**src/rtl/cpu_irq_pkg.sv**
```systemverilog
// Shared types and constants for the interrupt arbiter: FSM states, line count
// and bit positions inside the {nmi, irq[3:0]} pending vector.
package cpu_irq_pkg;

    localparam int unsigned NUM_IRQ  = 4;
    localparam int unsigned PEND_IRQ = 0;
    localparam int unsigned PEND_NMI = 4;

    typedef enum logic [1:0] {
        IDLE    = 2'd0,
        GRANT   = 2'd1,
        SERVICE = 2'd2
    } state_t;

endpackage

```
**src/rtl/irq_prio_sel.sv**
```systemverilog
// Combinational maskable-line selector: the first set request found when
// scanning upward from ptr (wrapping) wins; ptr = 0 gives irq[0]-highest order.
module irq_prio_sel
    import cpu_irq_pkg::*;
(
    input  logic [NUM_IRQ-1:0] req,
    input  logic [1:0]         ptr,
    output logic               valid,
    output logic [1:0]         idx
);

    logic [1:0] cand;

    // Scan from the lowest priority up so the highest-priority hit is written last.
    always_comb begin
        valid = 1'b0;
        idx   = '0;
        cand  = '0;
        for (int unsigned i = 0; i < NUM_IRQ; i++) begin
            cand = ptr + 2'(NUM_IRQ - 1 - i);
            if (req[cand]) begin
                valid = 1'b1;
                idx   = cand;
            end
        end
    end

endmodule

```
**src/rtl/interrupt_arbiter.sv**
```systemverilog
// Interrupt arbiter: edge-latched NMI + 4 maskable lines, IDLE/GRANT/SERVICE handshake.
// Define INTERRUPT_ARBITER_ROUND_ROBIN_EN for rotating priority among maskable lines.
module interrupt_arbiter
    import cpu_irq_pkg::*;
(
    input  logic       clk,
    input  logic       rst,
    input  logic [3:0] irq,
    input  logic       nmi,
    input  logic       int_dis,
    input  logic [3:0] irq_mask,
    input  logic       poll,
    input  logic       ack,
    input  logic       eoi,
    output logic       int_req,
    output logic       int_is_nmi,
    output logic [1:0] int_id,
    output logic       in_service,
    output logic [4:0] pending
);

    state_t     state, state_nx;
    logic [3:0] irq_q;
    logic       nmi_q;
    logic [4:0] pend_set, pend_clr;
    logic [3:0] sel_req;
    logic       sel_valid;
    logic [1:0] sel_idx;
    logic [1:0] rr_ptr;
    logic       eligible;
    logic       nmi_nx;
    logic [1:0] id_nx;

    assign pend_set = {nmi & ~nmi_q, irq & ~irq_q};
    assign sel_req  = pending[PEND_IRQ +: NUM_IRQ] & irq_mask & {NUM_IRQ{~int_dis}};
    assign eligible = pending[PEND_NMI] | sel_valid;

    assign int_req    = (state == GRANT);
    assign in_service = (state == SERVICE);

    irq_prio_sel u_sel (
        .req   (sel_req),
        .ptr   (rr_ptr),
        .valid (sel_valid),
        .idx   (sel_idx)
    );

    always_comb begin
        state_nx = state;
        nmi_nx   = int_is_nmi;
        id_nx    = int_id;
        pend_clr = '0;
        case (state)
            IDLE: begin
                if (poll && eligible) begin
                    state_nx = GRANT;
                    if (pending[PEND_NMI]) begin
                        nmi_nx = 1'b1;
                        id_nx  = '0;
                    end else begin
                        nmi_nx = 1'b0;
                        id_nx  = sel_idx;
                    end
                end
            end
            GRANT: begin
                if (ack) begin
                    state_nx = SERVICE;
                    if (int_is_nmi)
                        pend_clr[PEND_NMI] = 1'b1;
                    else
                        pend_clr[int_id] = 1'b1;
                end
            end
            SERVICE: begin
                if (eoi) begin
                    state_nx = IDLE;
                    nmi_nx   = 1'b0;
                    id_nx    = '0;
                end
            end
            default: state_nx = IDLE;
        endcase
    end

    // Edge registers reload from live inputs in reset so held levels never latch.
    always_ff @(posedge clk) begin
        if (rst) begin
            state      <= IDLE;
            pending    <= '0;
            int_is_nmi <= 1'b0;
            int_id     <= '0;
            irq_q      <= irq;
            nmi_q      <= nmi;
        end else begin
            state      <= state_nx;
            pending    <= (pending & ~pend_clr) | pend_set;
            int_is_nmi <= nmi_nx;
            int_id     <= id_nx;
            irq_q      <= irq;
            nmi_q      <= nmi;
        end
    end

`ifdef INTERRUPT_ARBITER_ROUND_ROBIN_EN
    always_ff @(posedge clk) begin
        if (rst)
            rr_ptr <= '0;
        else if (state == GRANT && ack && !int_is_nmi)
            rr_ptr <= int_id + 2'd1;
    end
`else
    assign rr_ptr = '0;
`endif

endmodule

```
**config.mk**
```make
export PLATFORM = sky130hd
export DESIGN_NAME = interrupt_arbiter
export DESIGN_NICKNAME = d
export VERILOG_FILES = /design/src/rtl/cpu_irq_pkg.sv /design/src/rtl/irq_prio_sel.sv /design/src/rtl/interrupt_arbiter.sv
export SDC_FILE = /design/constraint.sdc
export NUM_CORES = 1
export LEC_CHECK = 0
export BUFFER_PORTS_ARGS = -buffer_cell sky130_fd_sc_hd__buf_2
export CAP_MARGIN = 10
export CORE_MARGIN = 2
export CORE_UTILIZATION = 35
export DETAILED_ROUTE_END_ITERATION = 10
export PLACE_DENSITY = 0.63
export SYNTH_ARGS = -nofsm -noshare
export SYNTH_HDL_FRONTEND = slang
export SYNTH_SLANG_ARGS = --single-unit
```
**constraint.sdc**
```tcl
create_clock -name clk -period 1.85 [get_ports clk]
set_clock_uncertainty 0.15 [all_clocks]
set_input_delay 0.2775 -clock clk [delete_from_list [all_inputs] [get_ports clk]]
set_output_delay 0.2775 -clock clk [all_outputs]
set_load 0.005 [all_outputs]
```
== Word-level counts from Yosys, hierarchy flattened ==
Cells that the tools add are included.

* Eq/ne operators: 5
* Reductions and logical operators: 6
* Multiplexer cells: 25
* Bitwise operators: 11
* Magnitude comparators: 2

{| class="wikitable"
|+ Operators with widths
! operator !! count
|-
| 2-bit 2-to-1 mux || 9
|-
| 4-bit bitwise AND || 3
|-
| 5-bit 2-to-1 mux || 2
|-
| 1-bit 2-to-1 mux || 9
|-
| 2-bit != test (second input constant) || 3
|-
| 2-bit case mux with 3 select lines || 1
|-
| 3-bit AND reduction || 2
|-
| 5-bit bitwise AND || 1
|-
| 5-bit inverter || 1
|-
| 5-bit OR || 1
|-
| 2-bit by 4-bit < comparator with 1-bit output (second input constant) || 1
|-
| 4-bit 2-to-1 mux || 1
|-
| 4-bit inverter || 1
|-
| 2-bit case mux with 2 select lines || 1
|-
| 1-bit demux with 2-bit select || 1
|-
| 2-bit by 1-bit == test with 1-bit output (second input constant) || 1
|-
| 2-bit == test (second input constant) || 1
|-
| 2-bit by 1-bit greater-or-equal comparator with 1-bit output (second input constant) || 1
|-
| 1-bit logical AND || 2
|-
| 2-bit logical NOT || 1
|-
| 1-bit inverter || 2
|-
| 1-bit case mux with 2 select lines || 1
|-
| 2-bit nonzero test || 1
|-
| 1-bit bitwise AND || 1
|-
| 1-bit OR || 1
|}

* Register bits: 15

== Longest topological paths before layout ==
Gate-level depths: netlist of run 1.

* Depth in word-level cells: 10
* Depth in mapped cells: 4
* Gate-level depth less buffers: 4

== Cells and area by module ==
Synthesis of run 1 repeated with hierarchy kept, for this count alone.

* Cells, all modules: 84
* Area, all modules: 716.9 um^2

{| class="wikitable"
|+ By module, submodules not included
! module !! times used !! area each (um^2) !! cells each
|-
| interrupt_arbiter || 1 || 639.4 || 71
|-
| irq_prio_sel || 1 || 77.6 || 13
|}

== Worst setup path after synthesis of run 1 ==
Ideal clock, no wire load.

* Kind: reg2reg
* Start: reg state[1]
* End: reg int_id[1]
* Clock period less this slack: 1503 ps
* Required time: 1579 ps
* Path slack: 347 ps
* Stages on the path, launching flop included: 5
* Arrival: 1232 ps
* Path through: dfxtp_1 > nor2b_2 > a22o_4 > a31oi_4 > mux2_4

* Cells in the longest elaborated chain, start to end: 3
* Elaborated cells on any way between the ends: 7
* Those cells by class: eq/ne (3); mux (1); reduce/logical (3)

{| class="wikitable"
|+ Ends and longest elaborated chain
! element !! line !! source
|-
| from (decl) || interrupt_arbiter.sv:22 || <nowiki>state_t state, state_nx;</nowiki>
|-
| from (signal assigned) || interrupt_arbiter.sv:96 || <nowiki>state <= state_nx;</nowiki>
|-
| 2-bit == test (*) || - ||
|-
| named net in_service || interrupt_arbiter.sv:18 || <nowiki>output logic in_service,</nowiki>
|-
| 2-bit != test (no source line) / 2-bit nonzero test (equally long branches) || - ||
|-
| 3-bit AND reduction (no source line) || - ||
|-
| to (signal assigned) || interrupt_arbiter.sv:99 || <nowiki>int_id <= id_nx;</nowiki>
|-
| to (decl) || interrupt_arbiter.sv:17 || <nowiki>output logic [1:0] int_id,</nowiki>
|}

The timed path passes the listed nets; every way through them passes the cells marked *.
A chain may end at the register's enable or synchronous reset.

== Worst setup path after layout of run 1 ==
* Start: reg state[1]
* End: reg int_id[1]

* Cells in the longest elaborated chain, start to end: 3
* Elaborated cells on any way between the ends: 7
* Those cells by class: eq/ne (3); mux (1); reduce/logical (3)

{| class="wikitable"
|+ Ends and longest elaborated chain
! element !! line !! source
|-
| 2-bit == test / 2-bit logical NOT (equally long branches) || interrupt_arbiter.sv:53 || <nowiki>case (state)</nowiki>
|-
| 2-bit != test (no source line) / 2-bit nonzero test (equally long branches) || - ||
|-
| 3-bit AND reduction (no source line) || - ||
|}

Parallel ways exist; a longest one is shown, timed or not.

==> results of run 1 <==
-- stage by stage --
| stage | total power, W | utilization, % | setup WS (ns) | hold slack (ns) | cells |
|---|---|---|---|---|---|
| 3_3_place_gp | 0.000456 | 46.2 | 0.302 | 0.241 | 114 |
| 6_report | 0.000639 | 50.6 | 0.309 | 0.160 | 123 |
| 5_1_grt | 0.000683 | 50.6 | 0.270 | 0.152 | 123 |
| 4_1_cts | 0.000652 | 50.6 | 0.303 | 0.147 | 123 |
| 3_5_place_dp | 0.000458 | 46.2 | 0.278 | 0.246 | 114 |
| 2_1_floorplan | 0.000418 | - | 0.347 | 0.155 | 66 |
-- state kept, by name (all words and copies together) (netlist names) --
name,count
int_id,2
nmi_q,1
state,2
irq_q,4
int_is_nmi,1
pending,5
-- cell type report --
type | instances | area [µm²] | area share, %
repair buffers | 29 | 170 | 19.3
flip-flops and latches | 15 | 300 | 34.0
inverters | 3 | 11.3 | 1.27
multi-input cells | 47 | 344 | 39.0
clock buffers | 4 | 26.3 | 2.97
well taps | 25 | 31.3 | 3.54
-- logic make-up (layout without fill, tap and decap cells) --
logic type | count (synthesis) | in the layout
AO/OA/AOI/OAI | 19 | 19
buffers and inverters | 4 | 36
AND/OR/NAND/NOR | 26 | 26
flip-flops | 15 | 15
multiplexers | 2 | 2
-- cells in the final DEF, fill, tap and decap left out, drive strengths merged --
cell / count
a21oi: 6
a22o: 1
a22oi: 2
a31oi: 2
a32o: 2
and2b: 1
buf: 24
clkbuf: 4
dfxtp: 15
dlygate4sd3: 5
inv: 3
mux2: 1
mux2i: 1
nand2: 5
nand2b: 7
nand3: 3
nand3b: 1
nor2: 2
nor2b: 4
nor3b: 2
nor4: 1
o21ai: 5
o31ai: 1
-- critical path: cells and delay by family, from the launching register on --
family	cells	cell delay [ns]
simple gates	1	0.18
compound gates	2	0.45
mux	1	0.31
flops	1	0.34
-- power by group through the flow --
stage | clock (W) | sequential (W) | combinational (W)
floorplan | 0 | 0.000361 | 0.0000566
detailed placement | 0 | 0.000363 | 0.0000949
CTS | 0.000193 | 0.000356 | 0.000103
global placement | 0 | 0.000362 | 0.0000939
finish | 0.000182 | 0.000355 | 0.000102
global route | 0.000212 | 0.000358 | 0.000113
-- layer usage --
layer,track usage (%),up-vias
met5,0,-
met4,3.33,0
met3,6.92,2
met2,23.8,11
met1,15.7,261
li1,-,299
-- worst min-delay path by stage --
stage                       from         end  slack (ns)  cells past startpoint
after detailed placement     nmi       nmi_q        0.25                      1
after global placement       nmi       nmi_q        0.24                      1
after global routing         rst  pending[1]        0.15                      2
after CTS                    rst    state[0]        0.15                      2
after floorplan           irq[0]    irq_q[0]        0.16                      0
final                        rst  pending[1]        0.16                      2
-- cells in the mapped netlist (all sizes together) --
cell type  count  area, µm²
dfxtp         15        300
nand2b         7       43.8
a21oi          6       30.0
nand2          5       18.8
o21ai          5       25.0
nor2b          4       27.5
inv            3       11.3
nand3          3       15.0
a22oi          2       28.8
a31oi          2       27.5
a32o           2       20.0
nor2           2       7.51
nor3b          2       26.3
a22o           1       17.5
and2b          1       10.0
clkbuf         1       3.75
mux2           1       15.0
mux2i          1       10.0
nand3b         1       7.51
nor4           1       6.26
o31ai          1       7.51
-- timing repair --
action,in CTS,in global routing
hold buffers,5,0
gates resized for setup,0,0
hold endpoints to repair,5,0
==> out/metrics.cfg, run 1 <==
[status]
status = completed

[yosys]
ys_types = 26
synth-xor-area-share_pct = 0
muxShareOfSynthArea_pct = 3.80
synth_compound_area_share_pct = 23.7
yosysSeqAreaShare_pct = 45.5
synthSimpleGateAreaFrac_pct = 24.7
syn_area_um2 = 659
synthAdderAreaFrac_pct = 0
syn_avg_cell_area_um2 = 9.99
ys_ff_latch = 15
synth_top_family_by_area = simple AND/OR/NAND/NOR gates
syn-num-nets = 81
synth.yosys.warnings = 0
synth_cells = 66

[sta]
setup_viol = 0
rsz0062_at_grt = false
slew_headroom_pct = 78.2
slew_violations = 0
post-route-min-period_ns = 1.54
hold_violations = 0
finalSetupTns_ns = 0
post-route-period-util_pct = 83.3
fmax_mhz = 649
worstMarginPinSlew_ns = 0.324

[clock_network]
tritoncts_num_sinks = 15
cts.clk_slew.worst_paths_ns = 0.08
cts_buffer_depth = 2
h-tree-depth = 1
cts_setup_buffers = 0
numCtsBuffers = 3
cts_tree = built
insertion_delay_ns = 0.28
root_buffer = clkbuf_4

[worst_setup_path]
critical_path_arrival_ns = 1.57
crit_start = state[1]
r2r-start = state[1]
regToRegSetupSlack_ns = 0.31
endpoint_kind = register
crit_chain = nor2b_2 -> a22o_4 -> a31oi_4 -> mux2_4
critical-path-max-stage-delay_ns = 0.34
reg2regPathDepth = 4
crit_type = register to register
endpoint = int_id[1]
worst_ep_required_time_ns = 1.87
critPathSlowestCell = dfxtp_1
critPathLaunchType = register
rr_endpoint = int_id[1]
critPathMaxFanout = 4

[floorplan]
start_util_pct = 37.8
die_height_um = 47.4
dieArea_mm2 = 0.00225
fp.coreArea_mm2 = 0.00175
core.rowCount = 15
ios = 25
die_w_um = 47.4

[power_and_ir_drop]
p_seq_share_pct = 55.6
comb_power_share_pct = 16.0
clkPwrFrac_pct = 28.5
ir_drop_mv = 0.532
switching_share_pct = 24.8
p_leak_nw = 0.398
p_switching_w = 0.000158
p_int_w = 0.000481
powerDensity_mw_per_mm2 = 724

[route]
drtIter0Drc = 6
met2_length_um = 669
highest_layer = met4
dr.pass1.iters = 4
via_per_inst = 4.66
drcViolationCount = 0
drtAntennaViolNets = 0
detail_route.wirelength.met1_um = 579
vias = 573
wire_per_inst_um = 10.8
wl_met3_um = 65
drt-total-wl_um = 1330

[final_layout]
design_area_um2 = 883
n_fill_cell = 188
n_antenna_cell = 0
fin_nets = 114
drive_above_1_share_pct = 34.7
syn_to_final_growth_pct = 34.0

[job]
cap_violations = 0

[grt]
antenna_found_initial = 0
track_usage_pct = 14.0
grt_pass1_wl_um = 2120
grt_pass1_vias = 520
grt_max_degree = 12
grt.overflow.total = 0

[place]
place_area_um2 = 807
numPortBuffers = 24
hpwl_um = 1020
gp_congestion = 0.706

[worst_hold_path]
worst_hold_path_type = input pin to register

(Power assumes the default switching activity.)
==> inputs of run 2 (changes only) <==
--- a/config.mk
+++ b/config.mk
@@ -5,12 +5,13 @@
 export SDC_FILE = /design/constraint.sdc
 export NUM_CORES = 1
 export LEC_CHECK = 0
+export ABC_AREA = 1
 export BUFFER_PORTS_ARGS = -buffer_cell sky130_fd_sc_hd__buf_2
 export CAP_MARGIN = 10
 export CORE_MARGIN = 2
 export CORE_UTILIZATION = 35
 export DETAILED_ROUTE_END_ITERATION = 10
-export PLACE_DENSITY = 0.63
+export PLACE_DENSITY = 0.66
 export SYNTH_ARGS = -nofsm -noshare
 export SYNTH_HDL_FRONTEND = slang
 export SYNTH_SLANG_ARGS = --single-unit
==> constraint.sdc (replaced) <==
create_clock -name clk -period 1.4 [get_ports clk]
set_clock_uncertainty 0.15 [all_clocks]
set_input_delay 0.21 -clock clk [delete_from_list [all_inputs] [get_ports clk]]
set_output_delay 0.21 -clock clk [all_outputs]
set_load 0.005 [all_outputs]
==> run 2 against run 1 <==
  * Non-clock buffer count is the same
  * Register-to-register slack worse by 0.21 ns
  * Sequential cell count is the same
  * Critical path depth shrank 1
  * Combinational power increased by 34%
  * Critical endpoint is now int_req
  * Highest routed layer unchanged
==> out/metrics.cfg, run 2 <==
[route]
drt-total-wl_um = 1420  ; +6.6%
drtAntennaViolNets = 0  ; unchanged
dr.pass1.iters = 4  ; unchanged
vias = 641  ; +12%
via_per_inst = 4.51  ; -3.1%
wire_per_inst_um = 9.96  ; -7.6%
drcViolationCount = 0  ; unchanged
drtIter0Drc = 10  ; +4

[worst_setup_path]
critPathLaunchType = register
critical_path_arrival_ns = 0.97  ; -0.60 ns
reg2regPathDepth = 6  ; +2
r2r-start = state[0]
crit_type = register to output port
critPathMaxFanout = 6  ; +2
worst_ep_required_time_ns = 1.04  ; -0.83 ns
rr_endpoint = int_id[1]
regToRegSetupSlack_ns = 0.10  ; -0.21 ns
crit_start = state[0]
endpoint = int_req
endpoint_kind = output port

[grt]
antenna_found_initial = 0  ; unchanged
grt_max_degree = 10  ; -2
grt_pass1_vias = 623  ; +20%
grt_pass1_wl_um = 2300  ; +8.5%
grt.overflow.total = 0  ; unchanged
track_usage_pct = 15.2  ; +1.1 points

[yosys]
synthArstFlopShare_pct = 0  ; unchanged
syn_area_um2 = 631  ; -4.4%
yosys-top-cells-area = dfxtp_1, nand2_1, inv_1
yosysTopAreaCell = dfxtp_1
synth_top_area_share_pct = 47.6  ; +2.1 points
muxShareOfSynthArea_pct = 0  ; -3.8 points
syn_avg_cell_area_um2 = 7.42  ; -26%
synth.yosys.warnings = 0  ; unchanged
ys_types = 18  ; -31%
synth-xor-area-share_pct = 0  ; unchanged
synthSimpleGateAreaFrac_pct = 34.5  ; +9.9 points
synth_cells = 85  ; +29%
synth-edff-count = 0  ; unchanged
ys.flop_type = dfxtp_1
ys_ff_latch = 15  ; unchanged
synth.most_common_cell = nand2_1
synth_top_family_by_area = simple AND/OR/NAND/NOR gates
synthAdderAreaFrac_pct = 0  ; unchanged
netlist_top_cells_count = nand2_1, dfxtp_1, inv_1
syn-num-nets = 100  ; +23%
synth_compound_area_share_pct = 9.52  ; -14 points
yosysSeqAreaShare_pct = 47.6  ; +2.1 points

[final_layout]
seqCellArea_um2 = 307  ; +2.1%
largest_reg_flops = 5  ; unchanged
syn_to_final_growth_pct = 37.9
fin_nets = 133  ; +17%
layout_commonest_cell = buf_2
reg_top3 = pending (5), irq_q (4)
fin_cells = 142  ; +15%
n_fill_cell = 171  ; -9.0%
n_antenna_cell = 0  ; unchanged
drive_above_1_share_pct = 36.8  ; +2.1 points
multi_input_area_um2 = 285  ; -17%
top_register = pending
final_cell_mix = buf_2, nand2_1, inv_1

[clock_network]
tritoncts_num_sinks = 15  ; unchanged
cts_buffer_depth = 2  ; unchanged
cts_setup_buffers = 0  ; unchanged
numCtsBuffers = 3  ; unchanged
h-tree-depth = 1  ; unchanged
root_buffer = clkbuf_4
cts.clk_slew.worst_paths_ns = 0.09  ; about the same
insertion_delay_ns = 0.28  ; about the same
cts_tree = built

[floorplan]
core.rowCount = 15  ; unchanged
fp.coreArea_mm2 = 0.00171  ; -2.2%
dieArea_mm2 = 0.00216  ; -4.0%
die_height_um = 46.4  ; -2.0%
die_w_um = 46.4  ; -2.0%
ios = 25  ; unchanged
start_util_pct = 36.9  ; -0.85 points

[sta]
holdWs_ns = 0.0505  ; -0.110 ns
post-route-min-period_ns = 1.33
setup_viol = 0  ; unchanged
slew_violations = 0  ; unchanged
hold_violations = 0  ; unchanged
fmax_mhz = 752
worstMarginPinSlew_ns = 0.338  ; +0.0135 ns
slew_headroom_pct = 77.4  ; -0.75 points
post-route-period-util_pct = 95.0

[power_and_ir_drop]
p_leak_nw = 0.427  ; +7.4%
powerDensity_mw_per_mm2 = 990  ; +37%
ir_drop_mv = 0.610  ; +15%

[place]
hpwl_um = 1120  ; +9.7%
post-place-cells = 133  ; +17%
numPortBuffers = 24  ; unchanged
gp_congestion = 0.810  ; +15%

[status]
status = completed

[worst_hold_path]
worst_hold_path_type = input pin to register

[job]
cap_violations = 0  ; unchanged

run 2: cell types whose count changed after synthesis, sizes merged, moves of 3 or more:
| cell | change |
|---|---|
| nor2 | +7 |
| o21ai | -4 |
| nand2b | -7 |
| nand3 | +3 |
| nand2 | +20 |
| inv | +10 |
| nor2b | -4 |
run 2: kinds of logic after synthesis:
family | count (synthesis)
AOI/OAI and AO/OA | 11
DFF | 15
buffers and inverters | 14
and+or+nand+nor | 45
run 2: what timing repair did:
item	4_1_cts	5_1_grt
resized for setup	1	6
hold buffers	5	0
pin swaps	0	0
endpoints found under the hold margin	5	0
setup endpoints to repair	1	4
run 2: metal layers:
metal	global-route usage (%)	wire length, µm	up-vias
li1	-	-	333
met1	17.1	620	293
met2	26.7	730	13
met3	2.35	55	2
met4	8.57	9	0
met5	0	0	-
run 2: how the worst min path moves through the flow:
stage | from | to | slack [ns] | depth (start not counted)
final | rst | pending[0] | 0.05 | 2
after global routing | rst | pending[0] | 0.06 | 2
after CTS | eoi | state[1] | 0.04 | 4
after detailed placement | nmi | nmi_q | 0.18 | 1
after global placement | irq[0] | irq_q[0] | 0.18 | 1
after floorplan | irq[0] | irq_q[0] | 0.09 | 0
run 2: cell type report:
cell class | count | share of cell area (%)
Clock inverter | 1 | 0.576
Clock buffer | 3 | 2.59
Timing Repair Buffer | 29 | 19.6
Sequential cell | 15 | 35.3
Multi-Input combinational cell | 56 | 32.8
Inverter | 13 | 5.61
Tap cell | 25 | 3.60
run 2: power by group:
group / internal [W] / switching [W] / leakage, nW
Clock: 0.000106 / 0.000140 / 0.0177
Combinational: 0.0000662 / 0.0000707 / 0.283
Sequential: 0.000455 / 0.0000226 / 0.126
run 2: through the flow:
step / worst slack (ns) / cell area (µm²) / TNS [ns] / total power (W) / util (%)
after global placement: 0.132 / 778 / 0 / 0.000606 / 45.6
after global routing: -0.00271 / 870 / -0.00271 / 0.000910 / 50.9
after floorplan: 0.213 / 631 / 0 / 0.000553 / -
after CTS: 0.00647 / 857 / 0 / 0.000871 / 50.2
final: 0.0706 / 870 / 0 / 0.000861 / 50.9
after detailed placement: 0.122 / 778 / 0 / 0.000610 / 45.6
run 2: worst max-delay path: stages, from the launching register on:
cell,delay [ns]
dfxtp_2,0.38
inv_2,0.05
nor2_4,0.13
buf_2,0.14
